<file path="src/rtl/ll_stream_rr_scheduler.sv">
// ll_stream_rr_scheduler: round-robin share of one token port among NUM_SRC
// streams. Each grant is an atomic BURST_LEN-token burst (one image line).
//
// Ports:
//   CLK, RESET            clock, async active-high reset
//   In_DATA/In_SEND       per-source token and availability
//   In_COUNT              per-source token count (ignored)
//   In_ACK                per-source consume strobe
//   Out_DATA/Out_SEND     forwarded token and valid strobe
//   Out_COUNT             1 while Out_SEND, else 0
//   Out_TAG               granted source index, valid with Out_SEND
//   Out_RDY               downstream can accept a token this cycle
//   Out_ACK               downstream acknowledge (ignored)
//   BUSY                  high while a grant is held
module ll_stream_rr_scheduler #(
    parameter int NUM_SRC   = 4,
    parameter int DATA_W    = 16,
    parameter int BURST_LEN = 512,
    parameter int CNT_W     = 16
) (
    input  logic                      CLK,
    input  logic                      RESET,
    input  logic [NUM_SRC*DATA_W-1:0] In_DATA,
    input  logic [NUM_SRC-1:0]        In_SEND,
    input  logic [NUM_SRC*CNT_W-1:0]  In_COUNT,
    output logic [NUM_SRC-1:0]        In_ACK,
    output logic [DATA_W-1:0]         Out_DATA,
    output logic                      Out_SEND,
    output logic [CNT_W-1:0]          Out_COUNT,
    output logic [1:0]                Out_TAG,
    input  logic                      Out_RDY,
    input  logic                      Out_ACK,
    output logic                      BUSY
);

    typedef enum logic {IDLE, XFER} state_t;

    localparam logic [CNT_W-1:0] LAST_CNT = CNT_W'(BURST_LEN - 1);

    state_t           state, state_nx;
    logic [1:0]       rr_ptr, rr_ptr_nx;
    logic [1:0]       grant, grant_nx;
    logic [CNT_W-1:0] burst_cnt, burst_cnt_nx;

    logic             any_req;
    logic [1:0]       pick;
    logic             req_g;
    logic [DATA_W-1:0] data_g;
    logic             fire;

    // The flow-control side channels carry no information this block needs.
    logic             unused_ok;
    assign unused_ok = ^{In_COUNT, Out_ACK};

    // First requester at or after rr_ptr; the descending scan lets the
    // smallest rotation distance win.
    always_comb begin
        any_req = 1'b0;
        pick    = rr_ptr;
        for (int k = NUM_SRC - 1; k >= 0; k--) begin
            for (int i = 0; i < NUM_SRC; i++) begin
                if (In_SEND[i] && ((int'(rr_ptr) + k) % NUM_SRC) == i) begin
                    any_req = 1'b1;
                    pick    = 2'(i);
                end
            end
        end
    end

    always_comb begin
        req_g  = 1'b0;
        data_g = '0;
        for (int i = 0; i < NUM_SRC; i++) begin
            if (grant == 2'(i)) begin
                req_g  = In_SEND[i];
                data_g = In_DATA[i*DATA_W +: DATA_W];
            end
        end
    end

    assign fire = (state == XFER) && req_g && Out_RDY;

    always_ff @(posedge CLK or posedge RESET) begin
        if (RESET) begin
            state     <= IDLE;
            rr_ptr    <= '0;
            grant     <= '0;
            burst_cnt <= '0;
        end else begin
            state     <= state_nx;
            rr_ptr    <= rr_ptr_nx;
            grant     <= grant_nx;
            burst_cnt <= burst_cnt_nx;
        end
    end

    always_comb begin
        state_nx     = state;
        rr_ptr_nx    = rr_ptr;
        grant_nx     = grant;
        burst_cnt_nx = burst_cnt;
        unique case (state)
            IDLE: begin
                if (any_req) begin
                    grant_nx     = pick;
                    burst_cnt_nx = '0;
                    state_nx     = XFER;
                end
            end
            XFER: begin
                if (fire) begin
                    if (burst_cnt == LAST_CNT) begin
                        // Finished source drops to lowest priority.
                        rr_ptr_nx = (grant == 2'(NUM_SRC - 1)) ? 2'd0
                                                                : grant + 2'd1;
                        state_nx  = IDLE;
                    end else begin
                        burst_cnt_nx = burst_cnt + CNT_W'(1);
                    end
                end
            end
            default: state_nx = IDLE;
        endcase
    end

    always_comb begin
        for (int i = 0; i < NUM_SRC; i++) begin
            In_ACK[i] = fire && (grant == 2'(i));
        end
    end

    assign Out_SEND  = fire;
    assign Out_DATA  = fire ? data_g : '0;
    assign Out_TAG   = fire ? grant : 2'd0;
    assign Out_COUNT = fire ? CNT_W'(1) : '0;
    assign BUSY      = (state == XFER);

endmodule

</file>
<file path="config.mk">
export PLATFORM = sky130hd
export DESIGN_NAME = ll_stream_rr_scheduler
export DESIGN_NICKNAME = d
export VERILOG_FILES = /design/src/rtl/ll_stream_rr_scheduler.sv
export SDC_FILE = /design/constraint.sdc
export NUM_CORES = 1
export LEC_CHECK = 0
export BUFFER_PORTS_ARGS = -buffer_cell sky130_fd_sc_hd__buf_2
export CORE_ASPECT_RATIO = 0.75
export CORE_MARGIN = 8
export CORE_UTILIZATION = 38
export DETAILED_ROUTE_END_ITERATION = 10
export GPL_ROUTABILITY_DRIVEN = 0
export GPL_TIMING_DRIVEN = 0
export HOLD_SLACK_MARGIN = 0.12
export PLACE_DENSITY = 0.94
export SYNTH_ARGS = -nofsm -noshare
export SYNTH_HDL_FRONTEND = slang
export SYNTH_SLANG_ARGS = --single-unit
export TNS_END_PERCENT = 1
</file>
<file path="constraint.sdc">
create_clock -name CLK -period 2.41 [get_ports CLK]
set_input_delay 0.1205 -clock CLK [delete_from_list [all_inputs] [get_ports CLK]]
set_output_delay 0.1205 -clock CLK [all_outputs]
set_load 0.01 [all_outputs]
</file>
---- Word-level counts from Yosys, hierarchy flattened ----
Cells that the tools add are included.
operators by class
  add/sub/neg operators ................... 5
  eq/ne operators ......................... 19
  mux-type cells .......................... 52
  bitwise operators ....................... 4
  reductions and logical operators ........ 33
operators with widths
  kind                                             number
  zero test 32 bit                                 4
  two-way mux 16 bit                               8
  two-way mux 2 bit                                18
  one-hot mux 16 bit (2 select lines)              1
  two-way mux 1 bit                                24
  logical AND 1 bit                                22
  == test 3 bit (second input constant)            6
  adder 16 x 1 -> 16 bit (second input constant)   1
  == test 16 x 9 -> 1 bit (second input constant)  1
  == test 3 x 2 -> 1 bit (second input constant)   3
  == test 2 bit (second input constant)            4
  AND reduction 3 bit                              2
  OR reduction 2 bit                               3
  adder 2 x 1 -> 2 bit (second input constant)     2
  adder 2 bit (second input constant)              2
  == test 2 x 1 -> 1 bit (second input constant)   2
  != test 2 bit (second input constant)            2
  bitwise AND 1 bit (first input constant)         3
  zero test 2 bit                                  1
  != test 2 x 1 -> 1 bit (second input constant)   1
  one-hot mux 1 bit (2 select lines)               1
  AND reduction 2 bit                              1
  inverter 1 bit                                   1
storage, ports and cells
  word-level logic and storage cells ...... 117
  register bits ........................... 21
  output and inout bits ................... 40

---- Depth between registers and ports, before layout ----
  depth after elaboration ................. 23
  mapped depth ............................ 10
  depth with buffers taken out ............ 8

---- Least setup slack after synthesis ----
No wires, ideal clock.
  kind .................................... flip-flop to flip-flop
  from .................................... register grant[0]
  to ...................................... register burst_cnt[14]
  data arrival time ....................... 2.046 ns
  setup time .............................. 0.078 ns
  cell stages (with the launch flop) ...... 9
  slack ................................... 0.286 ns
  cells stage by stage .................... dfrtp_1 inv_1 ha_1 buf_6 nor3b_4 nor3_4 nand4_4 or4_1 a21oi_1
on the way
  cells in the longest elaborated chain, start to end .. 9
  elaborated cells on any way between the ends .. 12
  classes of those cells .................. eq/ne (4); mux (4); reduce/logical (4)
ends and longest elaborated chain
  element                             RTL line  RTL
  start, declared                     42        logic [1:0] grant, grant_nx;
  start signal, assigned              92        grant <= grant_nx;
  zero test 2 bit                     74        if (grant == 2'(i)) begin
  two-way mux 1 bit (3 in series)     74
  two-way mux 1 bit *                 74
  logical AND 1 bit * (2 in series)   81        assign fire = (state == XFER) && req_g && Out_RDY;
  != test 2 x 1 -> 1 bit (no line) *  --
  AND reduction 3 bit (no line) *     --
  end signal, assigned                93        burst_cnt <= burst_cnt_nx;
  end, declared                       43        logic [CNT_W-1:0] burst_cnt, burst_cnt_nx;
Every way passes the cells marked *; elsewhere a longest branch is shown, timed or not.
A chain may end at the register's enable or synchronous reset.

---- Final worst setup path ----
  from .................................... register grant[0]
  to ...................................... output Out_DATA[14]
on the way
  cells in the longest elaborated chain, start to end .. 8
  elaborated cells on any way between the ends .. 15
  classes of those cells .................. eq/ne (3); mux (9); reduce/logical (3)
ends and longest elaborated chain
  element                          RTL line  RTL
  zero test 2 bit                  74
  two-way mux 1 bit (4 in series)  74
  logical AND 1 bit (2 in series)  81
  two-way mux 16 bit *             133       assign Out_DATA = fire ? data_g : '0;
  end, declared                    27        output logic [DATA_W-1:0] Out_DATA,
Marks and branches as above.

==> results.md <==
- Outcome: completed
- Most used routing layer: met2
- Routed WL: 7120 um
- Library cells used by synthesis: 43
- Max Cap Viol: 0
- Yosys warns: 0
- CP Launch Type: register
- CTS tree: yes
- Worst Setup End Kind: primary output
- ANT nets after route: 0
- Router iterations before antenna repair: 5
- Crit path time final: 2.38 ns
- DIE AREA: 7600 um^2
- Synthesized area per cell: 7.61 um^2
- Vias: 2347
- Crit path buf inv count: 5
- GRT met2 Usage: 0.291
- Drt wl/cell: 16.4 um
- IO Pins: 176
- IO Port Bufs: 95
- CP top delay family: buffers and inverters
- Synthesis-stage register bit count: 21
- GR Util All Layers: 0.175
- Reg clk slew, reported paths: 0.08 ns
- CTS Buf Count: 3
- Unrepaired setup endpoints after global routing: true
- Core area: 4870 um^2
- Hold endpoint: grant[0]
- Final HPWL DP: 5530 um
- DRT iter0 DRCs: 155
- Final setup TNS: 0 ns
- Vias in the first global route: 2226
- Synth-to-layout area growth: 39.3%
- Vias per cell: 5.42
- Critical path type: reg2out
- Worst Path Max Fanout: 10
- Worst-Margin Slew: 0.786 ns
- Largest net degree at the start of global routing: 22
- Period utilisation layout: 0.986
- Cells after Synth: 252
- Antenna violations before repair: 0
- HP Class: in2reg
- Slew HR: 0.476
- Max Clk Rate: 0.421 GHz
- Worst R2R End: burst_cnt[14]
- Largest stage delay, worst path: 0.43 ns
- Power, Total: 0.00114 W
- Number of synthesized flops with an enable pin: 0
- Grt met3 use: 0.0553
- Initial Util: 0.394
- Worst Clk Skew: 0.00178 ns
- Drt drc: 0
- Ys flop type: dfrtp_1
- Reg2Reg Setup Slack: 0.05 ns
- Crit path top cell by count: buf_4
- Num rows: 22
- Hold depth: 3
- Layout Utilization: 0.548
- Endpoints failing setup: 0
- Sequential element share of the synthesized area: 0.274
- Cell Pwr Density: 427 nW/um^2
- # H-tree levels: 1
- Max Root-Sink Buffers: 2
- Lkg Pwr: 1.34 nW
- Met1 usage: 0.219
- Latest clock arrival within the worst-skew pair: 0.26 ns
- # diodes: 0
- Worst R2R Path Depth: 9
- Slowest CP cell: dfrtp_1
- Final Hold Viols: 0
- Clock Tree Root: clkbuf_8
- Mapped cell area: 1920 um^2
- Die width: 98.0 um
- Die Y: 77.5 um
- Hold Startpoint: In_SEND[1]
- Reg-to-reg critical path startpoint: grant[0]
- Peak supply drop: 0.000274 V
- Ys async rst share: 1.00
- Global-route wire length before repair: 11200 um
- Clock Sinks: 21
- CP Data Arrival Time: 2.26 ns
- Share of cells above drive strength 1: 0.378
- Fin nets: 515
- Final Max Tran Viols: 0
- Crit-path cells: buf_4 -> ha_1 -> clkbuf_4 -> nor2b_1 -> nor3_4 -> nand2_1 -> buf_6 -> buf_4 -> nor2_1 -> buf_2
- Final hold slack: 0.245 ns
- Gr ovfl total: 0
- Required time worst endpoint: 2.29 ns
==> placed cells by master (no fill, tap or decap), types with 3 or more instances in the layout <==
master and instances:
and3_1 4, nor3_1 19, a21oi_1 26, or4_1 3, nand4_1 6, buf_2 96
nor2_1 26, o211ai_1 3, clkbuf_1 7, conb_1 15, o21ai_0 9, buf_4 24
o31ai_1 3, buf_6 3, ha_1 5, dfrtp_1 21, nand2_1 14, inv_1 8
a221oi_2 3, a221oi_1 13, clkbuf_8 3, nor2b_1 18, or3_1 5, nand3_1 9
==> worst reg2reg max path, stage by stage, from the launching register on <==
cell	delay [ns]
dfrtp_1	0.43
buf_4	0.15
ha_1	0.18
clkbuf_4	0.18
nor2b_1	0.17
nor3_4	0.15
buf_4	0.21
nand4_4	0.14
or4_1	0.53
a21oi_1	0.15
==> area by class of cell <==
type | count | area (um^2)
fillers | 473 | 2200
well taps | 60 | 75.1
clock inverters | 1 | 5.00
inverters | 9 | 33.8
clock buffers | 3 | 41.3
flip-flops and latches | 21 | 526
multi-input cells | 205 | 1240
plain buffers | 31 | 210
repair buffers | 103 | 538
==> synthesized netlist by cell type (2+ instances only) <==
master / n / share of area
nor4_1: 2 / 0.0065
nand3_1: 9 / 0.023
nor2_1: 26 / 0.051
and3_1: 4 / 0.013
inv_1: 9 / 0.018
nand4_1: 6 / 0.020
buf_2: 3 / 0.0078
a21oi_1: 26 / 0.068
dfrtp_1: 21 / 0.27
o21ai_0: 9 / 0.023
or3_1: 5 / 0.016
nor2b_1: 18 / 0.059
clkbuf_1: 10 / 0.020
or4_1: 3 / 0.012
o31ai_1: 3 / 0.012
nand2_1: 14 / 0.027
buf_4: 16 / 0.063
and2_1: 2 / 0.0065
nor3_1: 19 / 0.050
a221oi_1: 16 / 0.073
ha_1: 5 / 0.033
xor2_1: 2 / 0.0091
o211ai_1: 3 / 0.012
mux2_2: 2 / 0.012
==> layer usage <==
| layer | vias to the layer above | wire length (um) |
|---|---|---|
| li1 | 1134 | - |
| met1 | 1092 | 3000 |
| met2 | 115 | 3390 |
| met3 | 6 | 690 |
| met4 | 0 | 42 |
| met5 | - | 0 |
==> what timing repair did <==
item,CTS,global route
hold buffers,1,0
setup endpoints to repair,26,20
resized for setup,5,12
buffers inserted,3,4
cloned,0,0
hold endpoints to repair,21,0
pin swaps,1,0
==> worst max-delay path by stage <==
stage,from,to,slack [ns],depth (start not counted)
CTS,grant[1],Out_DATA[14],0.02,9
global placement,grant[0],Out_DATA[12],-0.01,10
floorplan,grant[0],burst_cnt[14],0.29,8
detailed placement,grant[0],Out_DATA[12],-0.08,10
finish,grant[0],Out_DATA[14],0.03,10
global route,grant[0],Out_DATA[11],-0.07,10
==> power breakdown <==
| group | switching [W] | internal [W] | total (W) |
|---|---|---|---|
| clock | 0.000120 | 0.000115 | 0.000235 |
| combinational | 0.000248 | 0.000210 | 0.000458 |
| sequential | 0.0000530 | 0.000394 | 0.000447 |
==> logic make-up (layout without fill, tap and decap cells) <==
family,Yosys count,count (layout),share of synthesized area
and+or+nand+nor,115,115,0.329
xor gates and xnor gates,3,3,0.0137
buffers and inverters,40,147,0.115
AOI/OAI and AO/OA,65,65,0.222
DFF,21,21,0.274
other,1,15,0.00196
muxes,2,2,0.0117
adders and majority gates,5,5,0.0326
==> metrics by stage <==
step           setup WS (ns)  instances  area, um^2
2_1_floorplan          0.286        266        1970
3_3_place_gp         -0.0113        421        2520
3_5_place_dp         -0.0796        421        2520
4_1_cts               0.0196        429        2610
5_1_grt              -0.0663        433        2670
6_report              0.0333        433        2670
==> flip-flops by register name, indices dropped and copies added (netlist names) <==
signal,count
burst_cnt,16
rr_ptr,2
BUSY,1
grant,2
Power figures use the tool's default switching activity.
